[src/rtl/bist_misr_ora_if.sv]
// Controller <-> response analyser bus: session setup, response stream, and status.
interface bist_misr_ora_if #(
    parameter int N  = 8,
    parameter int CW = 16
) ();
    logic          start;
    logic [N-1:0]  poly;
    logic [N-1:0]  seed;
    logic [CW-1:0] num_patterns;
    logic [N-1:0]  golden;
    logic [N-1:0]  din;
    logic          din_valid;
    logic [N-1:0]  signature;
    logic          busy;
    logic          done;
    logic          pass;

    modport master (
        output start, poly, seed, num_patterns, golden, din, din_valid,
        input  signature, busy, done, pass
    );

    modport slave (
        input  start, poly, seed, num_patterns, golden, din, din_valid,
        output signature, busy, done, pass
    );
endinterface

[src/rtl/bist_misr_ora.sv]
// BIST output response analyser: right-shift Galois MISR over a counted number of
// valid response beats, then a single-cycle compare against the golden signature.
module bist_misr_ora #(
    parameter int N  = 8,
    parameter int CW = 16
) (
    input logic              clk,
    input logic              rst,
    bist_misr_ora_if.slave   bus
);
    typedef enum logic [1:0] {IDLE, RUN, CMP, DONE} state_t;

    state_t        state, state_nxt;
    logic [N-1:0]  sig;
    logic [CW-1:0] cnt;
    logic [CW-1:0] lat;
    logic          pass_q;
    logic [N-1:0]  fb;
    logic [N-1:0]  misr_nxt;
    logic          last_beat;

    // Stage N-1 always takes s[0]; forcing that bit makes poly[N-1] a don't-care.
    assign fb        = sig[0] ? (bus.poly | {1'b1, {(N-1){1'b0}}}) : '0;
    assign misr_nxt  = {1'b0, sig[N-1:1]} ^ fb ^ bus.din;
    assign last_beat = (cnt == lat - CW'(1));

    always_ff @(posedge clk or posedge rst) begin
        if (rst) state <= IDLE;
        else     state <= state_nxt;
    end

    always_comb begin
        state_nxt = state;
        case (state)
            IDLE, DONE: if (bus.start)
                            state_nxt = (bus.num_patterns == '0) ? CMP : RUN;
            RUN:        if (bus.din_valid && last_beat) state_nxt = CMP;
            CMP:        state_nxt = DONE;
            default:    state_nxt = IDLE;
        endcase
    end

    always_ff @(posedge clk or posedge rst) begin
        if (rst) begin
            sig    <= '0;
            cnt    <= '0;
            lat    <= '0;
            pass_q <= 1'b0;
        end else begin
            case (state)
                IDLE, DONE: if (bus.start) begin
                    sig    <= bus.seed;
                    cnt    <= '0;
                    lat    <= bus.num_patterns;
                    pass_q <= 1'b0;
                end
                RUN: if (bus.din_valid) begin
                    sig <= misr_nxt;
                    cnt <= cnt + CW'(1);
                end
                CMP:     pass_q <= (sig == bus.golden);
                default: ;
            endcase
        end
    end

    // pass_q is only set on the CMP->DONE edge and cleared on any restart.
    assign bus.signature = sig;
    assign bus.busy      = (state == RUN) || (state == CMP);
    assign bus.done      = (state == DONE);
    assign bus.pass      = pass_q;
endmodule

[src/flat_wrapper.sv]
// flat-port wrapper written by rule: the top's interface ports become plain ports
module bist_misr_ora_flat 
#(
    parameter int N  = 8,
    parameter int CW = 16
)
  (clk, rst, bus_start, bus_poly, bus_seed, bus_num_patterns, bus_golden, bus_din, bus_din_valid, bus_signature, bus_busy, bus_done, bus_pass);
  bist_misr_ora_if #(.N(N), .CW(CW)) bus_i ();
  input logic clk;
  input logic rst;
  input wire logic [$bits(bus_i.start)-1:0] bus_start;
  input wire logic [$bits(bus_i.poly)-1:0] bus_poly;
  input wire logic [$bits(bus_i.seed)-1:0] bus_seed;
  input wire logic [$bits(bus_i.num_patterns)-1:0] bus_num_patterns;
  input wire logic [$bits(bus_i.golden)-1:0] bus_golden;
  input wire logic [$bits(bus_i.din)-1:0] bus_din;
  input wire logic [$bits(bus_i.din_valid)-1:0] bus_din_valid;
  output wire logic [$bits(bus_i.signature)-1:0] bus_signature;
  output wire logic [$bits(bus_i.busy)-1:0] bus_busy;
  output wire logic [$bits(bus_i.done)-1:0] bus_done;
  output wire logic [$bits(bus_i.pass)-1:0] bus_pass;
  assign bus_i.start = bus_start;
  assign bus_i.poly = bus_poly;
  assign bus_i.seed = bus_seed;
  assign bus_i.num_patterns = bus_num_patterns;
  assign bus_i.golden = bus_golden;
  assign bus_i.din = bus_din;
  assign bus_i.din_valid = bus_din_valid;
  assign bus_signature = bus_i.signature;
  assign bus_busy = bus_i.busy;
  assign bus_done = bus_i.done;
  assign bus_pass = bus_i.pass;
  bist_misr_ora #(.N(N), .CW(CW)) u_core (.clk(clk), .rst(rst), .bus(bus_i));
endmodule
[config.mk]
export PLATFORM = sky130hd
export DESIGN_NAME = bist_misr_ora_flat
export DESIGN_NICKNAME = d
export VERILOG_FILES = /design/src/rtl/bist_misr_ora_if.sv /design/src/rtl/bist_misr_ora.sv /design/src/flat_wrapper.sv
export SDC_FILE = /design/constraint.sdc
export NUM_CORES = 1
export LEC_CHECK = 0
export ABC_AREA = 1
export CAP_MARGIN = 20
export CORE_MARGIN = 1
export CORE_UTILIZATION = 52
export DETAILED_ROUTE_END_ITERATION = 10
export PLACE_DENSITY = 0.81
export SLEW_MARGIN = 15
export SYNTH_ARGS = -nofsm -noshare
export SYNTH_HDL_FRONTEND = slang
export SYNTH_SLANG_ARGS = --single-unit
[constraint.sdc]
create_clock -name clk -period 2.55 [get_ports clk]
set_clock_uncertainty 0.05 [all_clocks]
set_input_delay 0.765 -clock clk [delete_from_list [all_inputs] [get_ports clk]]
set_output_delay 0.765 -clock clk [all_outputs]
set_load 0.02 [all_outputs]
# --- Word-level counts from Yosys, hierarchy flattened ---
# Index checks and enable logic that the tools add are counted.
totals:
  elab_cells: 41
  reg_bits: 43
  output_inout_bits: 11
  input_bits: 52
classes:
  eq_ne: 8
  bitwise_logic: 2
  n_addsub: 2
  n_reduce_logical: 11
  n_mux: 13
ops:
  columns: ["cell", "n"]
  rows:
  - ["16-bit two-way mux", 2]
  - ["16-bit one-hot mux with 2 select lines", 1]
  - ["8-bit two-way mux", 3]
  - ["16-bit by 1-bit adder with 16-bit output (second input constant)", 1]
  - ["16-bit equality test", 1]
  - ["16-bit zero test", 1]
  - ["8-bit one-hot mux with 2 select lines", 1]
  - ["16-bit by 1-bit subtractor with 16-bit output (second input constant)", 1]
  - ["8-bit equality test", 1]
  - ["7-bit by 8-bit XOR with 8-bit output", 1]
  - ["8-bit XOR", 1]
  - ["2-bit two-way mux", 3]
  - ["2-bit one-hot mux with 3 select lines", 1]
  - ["2-bit AND reduction", 3]
  - ["2-bit equality test (second input constant)", 2]
  - ["2-bit != test (second input constant)", 2]
  - ["2-bit nonzero test", 2]
  - ["3-bit AND reduction", 1]
  - ["2-bit by 1-bit equality test with 1-bit output (second input constant)", 1]
  - ["2-bit zero test", 1]
  - ["2-bit by 1-bit != test with 1-bit output (second input constant)", 1]
  - ["1-bit one-hot mux with 2 select lines", 1]
  - ["2-bit OR reduction", 1]
  - ["1-bit logical AND", 1]
  - ["2 further kinds", 2]

# --- Longest topological paths before layout ---
# Gate-level depths: netlist of run 1.
logic_depth:
  word_depth: 5
  mapped_depth: 15
  mapped_depth_nobuf: 15

# --- Worst setup path before layout of run 1 ---
# No wires, ideal clock.
synth_path:
  path_kind: "flip-flop to flip-flop"
  startpoint: "register u_core.state[0]"
  endpoint: "register u_core.cnt[14]"
  required_time_ns: 2.377
  stages_incl_launch_ff: 14
  setup_slack_ns: 0.652
  path_buffers: 0
  synth_period_minus_slack_ns: 1.898
  t_arrival_ns: 1.725
  path_cell_list: "dfrtp_1 > inv_1 > ha_1 > inv_1 > nand2_1 > nand3_2 > nor2_2 > nand2_1 > inv_1 > nand3_1 > nor3_2 > nand2_1 > o21ai_0 > a21oi_1"
synth_via:
  elab_chain_len: 4
  elab_cells_between_ends: 9
synth_lines:
  columns: ["element", "line_no", "text"]
  rows:
  - ["start, declared", "bist_misr_ora.sv:13", "state_t state, state_nxt;"]
  - ["start signal, assigned", "bist_misr_ora.sv:29", "else state <= state_nxt;"]
  - ["2-bit equality test or 2-bit zero test (tied branches)", "bist_misr_ora.sv:50", "case (state)"]
  - ["2-bit OR reduction", "bist_misr_ora.sv:50", null]
  - ["2-bit != test (no source line) or 2-bit nonzero test (tied branches)", null, null]
  - ["3-bit AND reduction (no source line)", null, null]
  - ["end signal, assigned", "bist_misr_ora.sv:59", "cnt <= cnt + CW'(1);"]
  - ["end, declared", "bist_misr_ora.sv:15", "logic [CW-1:0] cnt;"]
# Several ways; a longest one is shown, not always the timed one.
# A chain may end at the register's enable or synchronous reset.

# --- Worst setup path in the final report of run 1 ---
layout_path:
  startpoint: "register u_core.state[0]"
  endpoint: "output bus_busy"
layout_via:
  elab_chain_len: 2
  elab_cells_between_ends: 3
layout_lines:
  columns: ["element", "line_no", "text"]
  rows:
  - ["2-bit by 1-bit equality test with 1-bit output or 2-bit equality test (tied branches)", "bist_misr_ora.sv:69", "assign bus.busy = (state == RUN) || (state == CMP);"]
  - ["1-bit logical OR (*)", "bist_misr_ora.sv:69", null]
  - ["end, declared", "flat_wrapper.sv:19", "output wire logic [$bits(bus_i.busy)-1:0] bus_busy;"]
# Every way passes the cells marked *; elsewhere a longest branch is shown, timed or not.

==> results of run 1 <==
## cell usage after synthesis, drive strengths merged
library cell	number
or2	1
inv	47
xor2	7
o22ai	2
o211ai	1
nor3	6
buf	4
a21o	1
nand4	5
ha	5
a211o	1
nand2	97
o221ai	6
and2	1
nand3b	5
nor4	6
o21ai	20
nor2	52
a31oi	1
a211oi	1
o211a	1
mux2	10
dfrtp	43
o21bai	1
a21oi	23
nor3b	1
nand3	30
xnor2	14
clkbuf	3
o31ai	1
## how the worst min path moves through the flow
stage                       to  slack [ns]  cells past startpoint
2_1_floorplan  u_core.state[1]        0.44                      2
3_3_place_gp    u_core.lat[15]        0.46                      1
3_5_place_dp   u_core.bus.pass        0.46                      2
4_1_cts        u_core.bus.pass        0.48                      2
5_1_grt         u_core.lat[15]        0.52                      1
6_report       u_core.bus.pass        0.48                      2
## through the flow
step,instance area (sq um),worst slack (ns),utilization (%)
after floorplan,2960,0.652,-
after global placement,3730,0.0971,67.7
after detailed placement,3730,0.0543,67.7
after CTS,3800,0.164,69.0
after global routing,3800,0.100,69.0
final,3800,0.177,69.0
## worst max-delay path, stage by stage, from the launching register on
cell	delay, ns
dfrtp_1	0.41
inv_1	0.06
ha_1	0.34
inv_1	0.12
dlygate4sd2_1	0.34
## sequential cells by signal, indices dropped and copies added (netlist names)
| signal | count |
|---|---|
| u_core.bus.pass | 1 |
| u_core.bus.signature | 8 |
| u_core.cnt | 16 |
| u_core.lat | 16 |
| u_core.state | 2 |
## power by group through the flow
stage / Combinational (mW) / Sequential, mW / Clock (mW)
detailed placement: 2.22 / 1.20 / 0
floorplan: 1.47 / 1.22 / 0
global placement: 2.15 / 1.19 / 0
global route: 2.48 / 1.23 / 0.435
finish: 2.21 / 1.19 / 0.410
CTS: 2.21 / 1.19 / 0.419
## routing by layer
metal | up-vias | track usage, %
met5 | - | 0
met4 | 0 | 10.0
li1 | 1446 | -
met2 | 86 | 46.9
met1 | 1342 | 30.2
met3 | 13 | 4.94
## cell families after synthesis
| group | share of synthesized area [%] |
|---|---|
| AO/OA/AOI/OAI | 11.7 |
| flip-flops | 36.3 |
| AND/OR/NAND/NOR | 32.8 |
| XOR/XNOR | 6.21 |
| multiplexers | 3.80 |
| adder cells (fa/ha/maj) | 2.11 |
| buffers and inverters | 7.05 |
## final cells by class
type | count | area [sq um] | share of cell area [%]
multi-input combinational | 299 | 1680 | 44.2
sequential | 43 | 1080 | 28.3
inverter | 47 | 176 | 4.64
clock buffer | 6 | 72.6 | 1.91
timing repair buffer | 74 | 707 | 18.6
tap | 72 | 90.1 | 2.37
==> reports/metrics.yaml, run 1 <==
wl_met3_um: 373
antenna_found_initial: 0
reg2regPathDepth: 13
cp-end-kind: "primary output"
cts_tree: "yes"
p_sw_share_pct: 45.5
cp-start-kind: "flip-flop"
r2r-start: "u_core.lat[0]"
drv_slew: 0
p_clk_share_pct: 10.8
cts.htree.levels: 2
port_buffers: 61
synth_seq_cells: 43
cp.required_ns: 1.74
rrSetupSlack_ns: 0.41
fin_tns_setup_ns: 0
vias: 2887
insertion_delay_ns: 0.30
met2WireLength_um: 3600
fmax_mhz: 421
grt_usage_pct: 26.0
holdWs_ns: 0.480
gr-total-overflow: 0
synth_top_area_cell: "dfrtp_1"
drive_above_1_share_pct: 10.9
drtAntennaViolNets: 0
syn2layout_area_growth_pct: 28.2
grt_pass1_vias: 2890
final.fill_count: 454
initial_core_util_pct: 53.8
dieHeight_um: 77.5
io-pin-count: 63
synth_top_area_share_pct: 36.3
rows: 27
hold_path_class: "reg -> reg"
drt-met1-wl_um: 3000
crit_path_max_fanout: 4
path_class: "reg -> out"
ys_seq_area_share_pct: 36.3
cts.repair.resized: 1
cts_inserted_buffers: 5
power.internal_mw: 2.08
relSlewSlack_pct: 62.5
rsz0062_at_grt: "false"
p_leak_nw: 1.72
nNetsFinal: 527
max_cap_viol_count: 0
synth_cell_types: 40
fin_cells: 541
postCtsSetupBuffers: 0
antenna_cells: 0
worst_pin_slew_ns: 0.563
power_frac_seq_pct: 31.4
p_comb_share_pct: 57.9
clk_path_buf_depth: 2
dr.pass1.iters: 7
p_per_area_nw_per_um2: 1000
final_cell_mix: "93 x nand2_1, 60 x clkdlybuf4s50_1, 45 x inv_1, 44 x nor2_1, 43 x dfrtp_1"
syn_nets: 453
die_x_um: 77.5
holdBufCountCts: 0
switching_power_mw: 1.73
power_mw: 3.81
status: "finished, final reports clean"
routabilityCongestion: 0.832
grt_max_degree: 44
mappedNetlistArea_sq_um: 2960
placeableCoreArea_sq_um: 5510
wl_um: 7120
setup_viol: 0
r2r_end: "u_core.state[0]"
cts-root-buf: "clkbuf_8"
syn_avg_cell_area_sq_um: 7.49
place_inst: 535
min_from: "u_core.bus.pass"
ys_top_cells_by_area: "dfrtp_1 36%, nand2_1 12%, inv_1 5.7%, nor2_1 5.6%, nand3_1 4.7%"
synthCells: 396
hold_violations: 0
peakVddDrop_v: 0.000686
path_clk_slew_ns: 0.08
crit_end: "bus_busy"
mostFrequentLayoutCell: "nand2_1"
clock_sinks: 43
drtIter0Drc: 129
drc: 0
yosysWarningCount: 0
route.top_layer_used: "met4"
fin_crit_sh_pct: 93.0
grt_pass1_wl_um: 12400
fp.dieArea_sq_um: 6010
vias_per_cell: 5.34
period_needed_ns: 2.37
critPathLaunch: "u_core.state[0]"
crit_arrival_ns: 1.56
dp_hpwl_um: 5720
avgRoutedWirePerCell_um: 13.2
Power figures use the tool's default switching activity.
==> inputs of run 2 (changes only) <==
--- a/config.mk
+++ b/config.mk
@@ -5,10 +5,10 @@
 export SDC_FILE = /design/constraint.sdc
 export NUM_CORES = 1
 export LEC_CHECK = 0
-export ABC_AREA = 1
+export ABC_AREA = 0
 export CAP_MARGIN = 20
 export CORE_MARGIN = 1
-export CORE_UTILIZATION = 52
+export CORE_UTILIZATION = 51
 export DETAILED_ROUTE_END_ITERATION = 10
 export PLACE_DENSITY = 0.81
 export SLEW_MARGIN = 15
==> run 2 against run 1 <==
The flow now finishes with violations (setup timing); sequential share of layout area is 0.19 points higher; via count fell by 16%; clock-buffer cell count unchanged; maximum frequency decreased by 11%; non-clock buffer count up 17; die area decreased by 5.7%; clock power is 2% lower; combinational power up 8%; wire length down 9.0%; setup slack worse by 0.30 ns; register-to-register slack lost 0.54 ns.
==> reports/metrics.yaml, run 2 <==
nNetsFinal: 432  # -18%
async_reset_ff_share_pct: 100  # unchanged
ys_seq_area_share_pct: 39.3  # +3.0 points
setup_viol: 2  # +2
synth.most_common_cell: "dfrtp_1"
max_cap_viol_count: 0  # unchanged
holdBufCountCts: 0  # unchanged
fin_tns_setup_ns: -0.248  # -0.248 ns
io-pin-count: 63  # unchanged
dp_hpwl_um: 4900  # -14%
peakVddDrop_v: 0.000711  # +3.6%
initial_core_util_pct: 53.3  # -0.57 points
synth_commonest_cells: "43 x dfrtp_1, 30 x nand2_1, 29 x xnor2_1"
setup_slack_ns: -0.125  # -0.302 ns
gr-total-overflow: 0  # unchanged
grt_pass1_vias: 2429  # -16%
synth_compound_area_share_pct: 8.87  # -2.8 points
drive_above_1_share_pct: 19.5  # +8.6 points
dr.pass1.iters: 4  # -3
syn_nets: 346  # -24%
grt_usage_pct: 24.4  # -1.6 points
syn_avg_cell_area_sq_um: 9.47  # +27%
synth_flop_cell: "dfrtp_1"
period_needed_ns: 2.68  # +0.302 ns
syn2layout_area_growth_pct: 37.9
cts_inserted_buffers: 5  # unchanged
yosysWarningCount: 0  # unchanged
drtAntennaViolNets: 0  # unchanged
synth_xor_area_share_pct: 16.6  # +10 points
synth_top_area_share_pct: 39.3  # +3.0 points
cp-start-kind: "flip-flop"
ys_top_cells_by_area: "dfrtp_1 39%, xnor2_1 9.3%, xor2_1 7.4%, mux2_2 7.0%, nand2_1 4.1%"
synth_seq_cells: 43  # unchanged
synth_top_area_cell: "dfrtp_1"
hold_violations: 0  # unchanged
rsz0062_at_grt: "true"
cts.htree.levels: 2  # unchanged
routabilityCongestion: 0.865  # +4.0%
synth_mux_area_share_pct: 10.0  # +6.2 points
antenna_found_initial: 0  # unchanged
cts-root-buf: "clkbuf_8"
vias_per_cell: 5.46  # +2.3%
synth_cell_types: 46  # +15%
wl_um: 6480  # -9.0%
clock_sinks: 43  # unchanged
synth_fa_ha_area_share_pct: 2.29  # +0.17 points
dieHeight_um: 75.3  # -2.9%
vias: 2425  # -16%
synth_edf_count: 0  # unchanged
violations: "setup timing"
fmax_mhz: 374  # -11%
mostFrequentLayoutCell: "clkdlybuf4s50_1"
status: "complete, but fails checks"
clk_path_buf_depth: 2  # unchanged
path_class: "reg -> reg"
holdWs_ns: 0.448  # -0.0319 ns
crit_arrival_ns: 2.80  # +1.24 ns
drv_slew: 0  # unchanged
relSlewSlack_pct: 64.1  # +1.6 points
grt_max_degree: 44  # unchanged
drc: 0  # unchanged
grt_pass1_wl_um: 10400  # -16%
whs_path_depth: 2  # unchanged
hold_path_class: "reg -> reg"
worst_pin_slew_ns: 0.539  # -0.0240 ns
synth_top_family_by_area: "simple AND/OR/NAND/NOR gates"
p_per_area_nw_per_um2: 1050  # +4.7%
place_inst: 436  # -19%
fin_cells: 444  # -18%
crit_path_max_fanout: 4  # unchanged
path_clk_slew_ns: 0.07  # about the same
insertion_delay_ns: 0.29  # about the same
avgRoutedWirePerCell_um: 14.6  # +11%
fp.dieArea_sq_um: 5660  # -5.7%
p_leak_nw: 1.57  # -9.1%
placeableCoreArea_sq_um: 5140  # -6.7%
port_buffers: 61  # unchanged
drtIter0Drc: 166  # +29%
final_cell_mix: "60 x clkdlybuf4s50_1, 43 x dfrtp_1, 30 x buf_4, 29 x nand2_1, 28 x xnor2_1"
synthCells: 289  # -27%
rows: 26  # -3.7%
fin_crit_sh_pct: 105  # +12 points
cts_tree: "yes"
reg2regPathDepth: 8  # -5
synthSimpleGateAreaFrac_pct: 19.3  # -14 points
die_x_um: 75.3  # -2.9%
cp.required_ns: 2.68  # +0.94 ns
antenna_cells: 0  # unchanged
mappedNetlistArea_sq_um: 2740  # -7.6%
cp-end-kind: "flip-flop"
[run 2: changes by cell type in the layout (fill, tap and decap cells not counted), sizes merged, moves of 5 or more]
cell,previous run,this run
a21oi,23,8
mux2i,0,6
inv,47,12
buf,13,30
o221ai,6,0
nand3,30,6
nand3b,5,0
xnor2,14,29
mux2,10,19
nand2,97,30
o21ai,20,14
xor2,7,23
nor2,52,21
[run 2: power breakdown]
part | internal, mW | total [mW] | switching (mW)
registers | 0.920 | 1.18 | 0.256
clock network | 0.183 | 0.401 | 0.218
logic | 1.23 | 2.39 | 1.16
total | 2.33 | 3.96 | 1.63
[run 2: metal layers]
layer | vias up | track usage, % | routed length (um)
li1 | 1182 | - | -
met1 | 1172 | 28.7 | 2740
met2 | 65 | 43.8 | 3420
met3 | 6 | 5.89 | 281
met4 | 0 | 8.02 | 39
met5 | - | 0 | 0
[run 2: cells by family (layout without fill, tap and decap cells)]
kind of cell / Yosys count / count (layout)
AND/OR/NAND/NOR: 103 / 103
XOR/XNOR: 52 / 52
flip-flops: 43 / 43
AO/OA/AOI/OAI: 37 / 37
multiplexers: 25 / 25
buffers and inverters: 24 / 109
adder cells (fa/ha/maj): 5 / 5
[run 2: path summary, 6_finish.rpt]
| check | startpoint | endpoint | slack, ns |
|---|---|---|---|
| setup reg to reg | u_core.lat[1] | u_core.state[0] | -0.13 |
| hold / removal | u_core.bus.pass | u_core.bus.pass | 0.45 |
| hold reg to reg | u_core.bus.pass | u_core.bus.pass | 0.45 |
| min in group asynchronous | rst | u_core.cnt[12] | 0.86 |
| setup / recovery | u_core.lat[1] | u_core.state[0] | -0.13 |
| max in group asynchronous | rst | u_core.lat[1] | 1.23 |
[run 2: critical path, cell delays in order, from the launching register on]
cell and delay (ns):
dfrtp_1 0.42, or4_4 0.56, buf_4 0.18, o21ai_2 0.18, nor4bb_4 0.28, o32ai_2 0.15
o41ai_2 0.26, buf_4 0.19, mux2_4 0.29
[run 2: area by class of cell]
| class | count | area [sq um] |
|---|---|---|
| clock buffers | 6 | 72.6 |
| fillers | 390 | 1360 |
| inverters | 12 | 45.0 |
| multi-input cells | 222 | 1660 |
| flip-flops and latches | 43 | 1080 |
| well taps | 70 | 87.6 |
| repair buffers | 91 | 835 |
[run 2: metrics by stage]
stage | power [mW] | util, % | setup slack (ns) | area (sq um)
4_1_cts | 3.89 | 72.2 | -0.159 | 3710
6_report | 3.96 | 73.5 | -0.125 | 3780
2_1_floorplan | 2.59 | - | -0.00127 | 2740
5_1_grt | 4.26 | 73.5 | -0.185 | 3780
3_3_place_gp | 3.32 | 70.0 | -0.319 | 3600
3_5_place_dp | 3.41 | 70.0 | -0.352 | 3600
[run 2: timing repair]
item,in CTS,in global routing
setup buffers,0,2
pin swaps,0,4
endpoints found under the hold margin,0,0
endpoints found under the setup margin,3,2
gates resized for setup,11,9
==> inputs of run 3 (changes only) <==
--- a/config.mk
+++ b/config.mk
@@ -7,6 +7,7 @@
 export LEC_CHECK = 0
 export ABC_AREA = 0
 export CAP_MARGIN = 20
+export CORE_ASPECT_RATIO = 0.7
 export CORE_MARGIN = 1
 export CORE_UTILIZATION = 51
 export DETAILED_ROUTE_END_ITERATION = 10
==> run 3 against run 2 <==
The run still ends with setup timing left; critical path type unchanged; core utilization grew 3.1 points; die area is essentially flat; setup slack gained 0.11 ns; non-clock buffer count grew 3; wire length grew 8.1%; clock-buffer cell count shrank 1; largest cell class unchanged; cell area grew 0.63%.
==> reports/metrics.yaml, run 3 (same netlist as run 2, synthesis figures left out) <==
initial_core_util_pct: 55.1  # +1.9 points
crit_path_max_fanout: 5  # +1
cp-end-kind: "flip-flop"
violations: "setup timing"
grt_usage_pct: 27.2  # +2.8 points
grt_pass1_vias: 2346  # -3.4%
dpl_worst_slack_ns: -0.361  # -0.00825 ns
setup_slack_ns: -0.0154  # +0.110 ns
drtAntennaViolNets: 0  # unchanged
gr-total-overflow: 0  # unchanged
holdBufCountCts: 0  # unchanged
final.fill_count: 330  # -15%
fin_cells: 448  # +0.90%
avgRoutedWirePerCell_um: 15.6  # +7.1%
die_x_um: 89.6  # +19%
place_inst: 437  # +0.23%
dieHeight_um: 63.3  # -16%
drive_above_1_share_pct: 19.5  # about the same
insertion_delay_ns: 0.29  # about the same
status: "complete, but fails checks"
p_sw_share_pct: 41.7  # +0.53 points
hold_path_class: "reg -> reg"
path_clk_slew_ns: 0.08  # about the same
final_util_pct: 76.5  # +3.1 points
cts_tree: "yes"
power_frac_seq_pct: 28.8  # -0.9 points
mostFrequentLayoutCell: "clkdlybuf4s50_1"
nNetsFinal: 435  # +0.69%
cp-start-kind: "flip-flop"
vias_per_cell: 5.47  # about the same
relSlewSlack_pct: 56.5  # -7.6 points
worst_pin_slew_ns: 0.648  # +0.110 ns
final_area_sq_um: 3800  # +0.63%
place_area_sq_um: 3640  # +1.1%
max_cap_viol_count: 0  # unchanged
cp.required_ns: 2.68  # about the same
cts.htree.levels: 2  # unchanged
wl_um: 7000  # +8.1%
dr.pass1.iters: 4  # unchanged
crit_arrival_ns: 2.70  # -0.10 ns
power_mw: 4.06  # +2.4%
syn2layout_area_growth_pct: 38.8
power.internal_mw: 2.37  # +1.5%
p_comb_share_pct: 60.9  # +0.7 points
rsz0062_at_grt: "true"
grt_pass1_wl_um: 11600  # +11%
drv_slew: 0  # unchanged
routabilityCongestion: 0.871  # +0.73%
cts_inserted_buffers: 5  # unchanged
rows: 21  # -19%
clock_sinks: 43  # unchanged
antenna_cells: 0  # unchanged
fin_crit_sh_pct: 101  # -4.3 points
clk_path_buf_depth: 2  # unchanged
fmax_mhz: 390  # +4.3%
path_class: "reg -> reg"
placeableCoreArea_sq_um: 4970  # -3.4%
drtIter0Drc: 168  # +1.2%
drc: 0  # unchanged
dp_hpwl_um: 5540  # +13%
fp.dieArea_sq_um: 5670  # about the same
antenna_found_initial: 0  # unchanged
fin_tns_setup_ns: -0.0217  # +0.226 ns
switching_power_mw: 1.69  # +3.8%
period_needed_ns: 2.57  # -0.110 ns
vias: 2449  # +0.99%
p_clk_share_pct: 10.3  # +0.2 points
hold_violations: 0  # unchanged
p_per_area_nw_per_um2: 1070  # +1.8%
p_leak_nw: 1.59  # +1.3%
setup_viol: 2  # unchanged
final_cell_mix: "60 x clkdlybuf4s50_1, 43 x dfrtp_1, 31 x buf_4, 30 x nand2_1, 29 x xnor2_1"
cts-root-buf: "clkbuf_8"
port_buffers: 61  # unchanged
holdWs_ns: 0.463  # +0.0149 ns
grt_max_degree: 28  # -36%
io-pin-count: 63  # unchanged
peakVddDrop_v: 0.000651  # -8.4%
run 3: power groups by stage:
stage	combinational [mW]	sequential [mW]	clock, mW
6_report	2.47	1.17	0.420
3_5_place_dp	2.35	1.16	0
2_1_floorplan	1.37	1.22	0
5_1_grt	2.70	1.19	0.459
3_3_place_gp	2.26	1.15	0
4_1_cts	2.41	1.16	0.426
run 3: worst max-delay path: stages (launching register included):
cell and delay [ns]:
dfrtp_1 0.39, or4_4 0.57, or2_1 0.26, buf_4 0.14, o31a_1 0.24, o2111ai_1 0.24, o41ai_2 0.11, buf_4 0.15
mux2_1 0.30
run 3: per-layer routing:
layer | GRT usage [%] | wire length [um]
met4 | 5.16 | 77
met1 | 41.8 | 3480
met2 | 39.8 | 3090
met5 | 0 | 0
met3 | 5.11 | 361
run 3: path summary, 6_finish.rpt:
| kind | depth (start not counted) | end | start | slack [ns] |
|---|---|---|---|---|
| max | 8 | u_core.state[1] | u_core.lat[3] | -0.02 |
| min | 2 | u_core.bus.pass | u_core.bus.pass | 0.46 |
| max reg2reg | 8 | u_core.state[1] | u_core.lat[3] | -0.02 |
| min reg2reg | 2 | u_core.bus.pass | u_core.bus.pass | 0.46 |
| max in group asynchronous | 3 | u_core.lat[12] | rst | 1.21 |
| min in group asynchronous | 2 | u_core.cnt[2] | rst | 0.73 |
run 3: repair_timing:
| item | CTS | global route |
|---|---|---|
| pin swaps | 4 | 0 |
| buffers inserted | 3 | 0 |
| endpoints found under the setup margin | 3 | 2 |
| gates cloned | 0 | 0 |
| gates resized for setup | 7 | 7 |
run 3: final cells by class:
class                      count  area [sq um]  area share, %
multi-input combinational    222          1630           42.8
sequential                    43          1080           28.3
timing repair buffer          94           882           23.2
tap                           69          86.3           2.27
clock buffer                   5          68.8           1.81
inverter                      12          45.0           1.19
clock inverter                 3          15.0          0.395
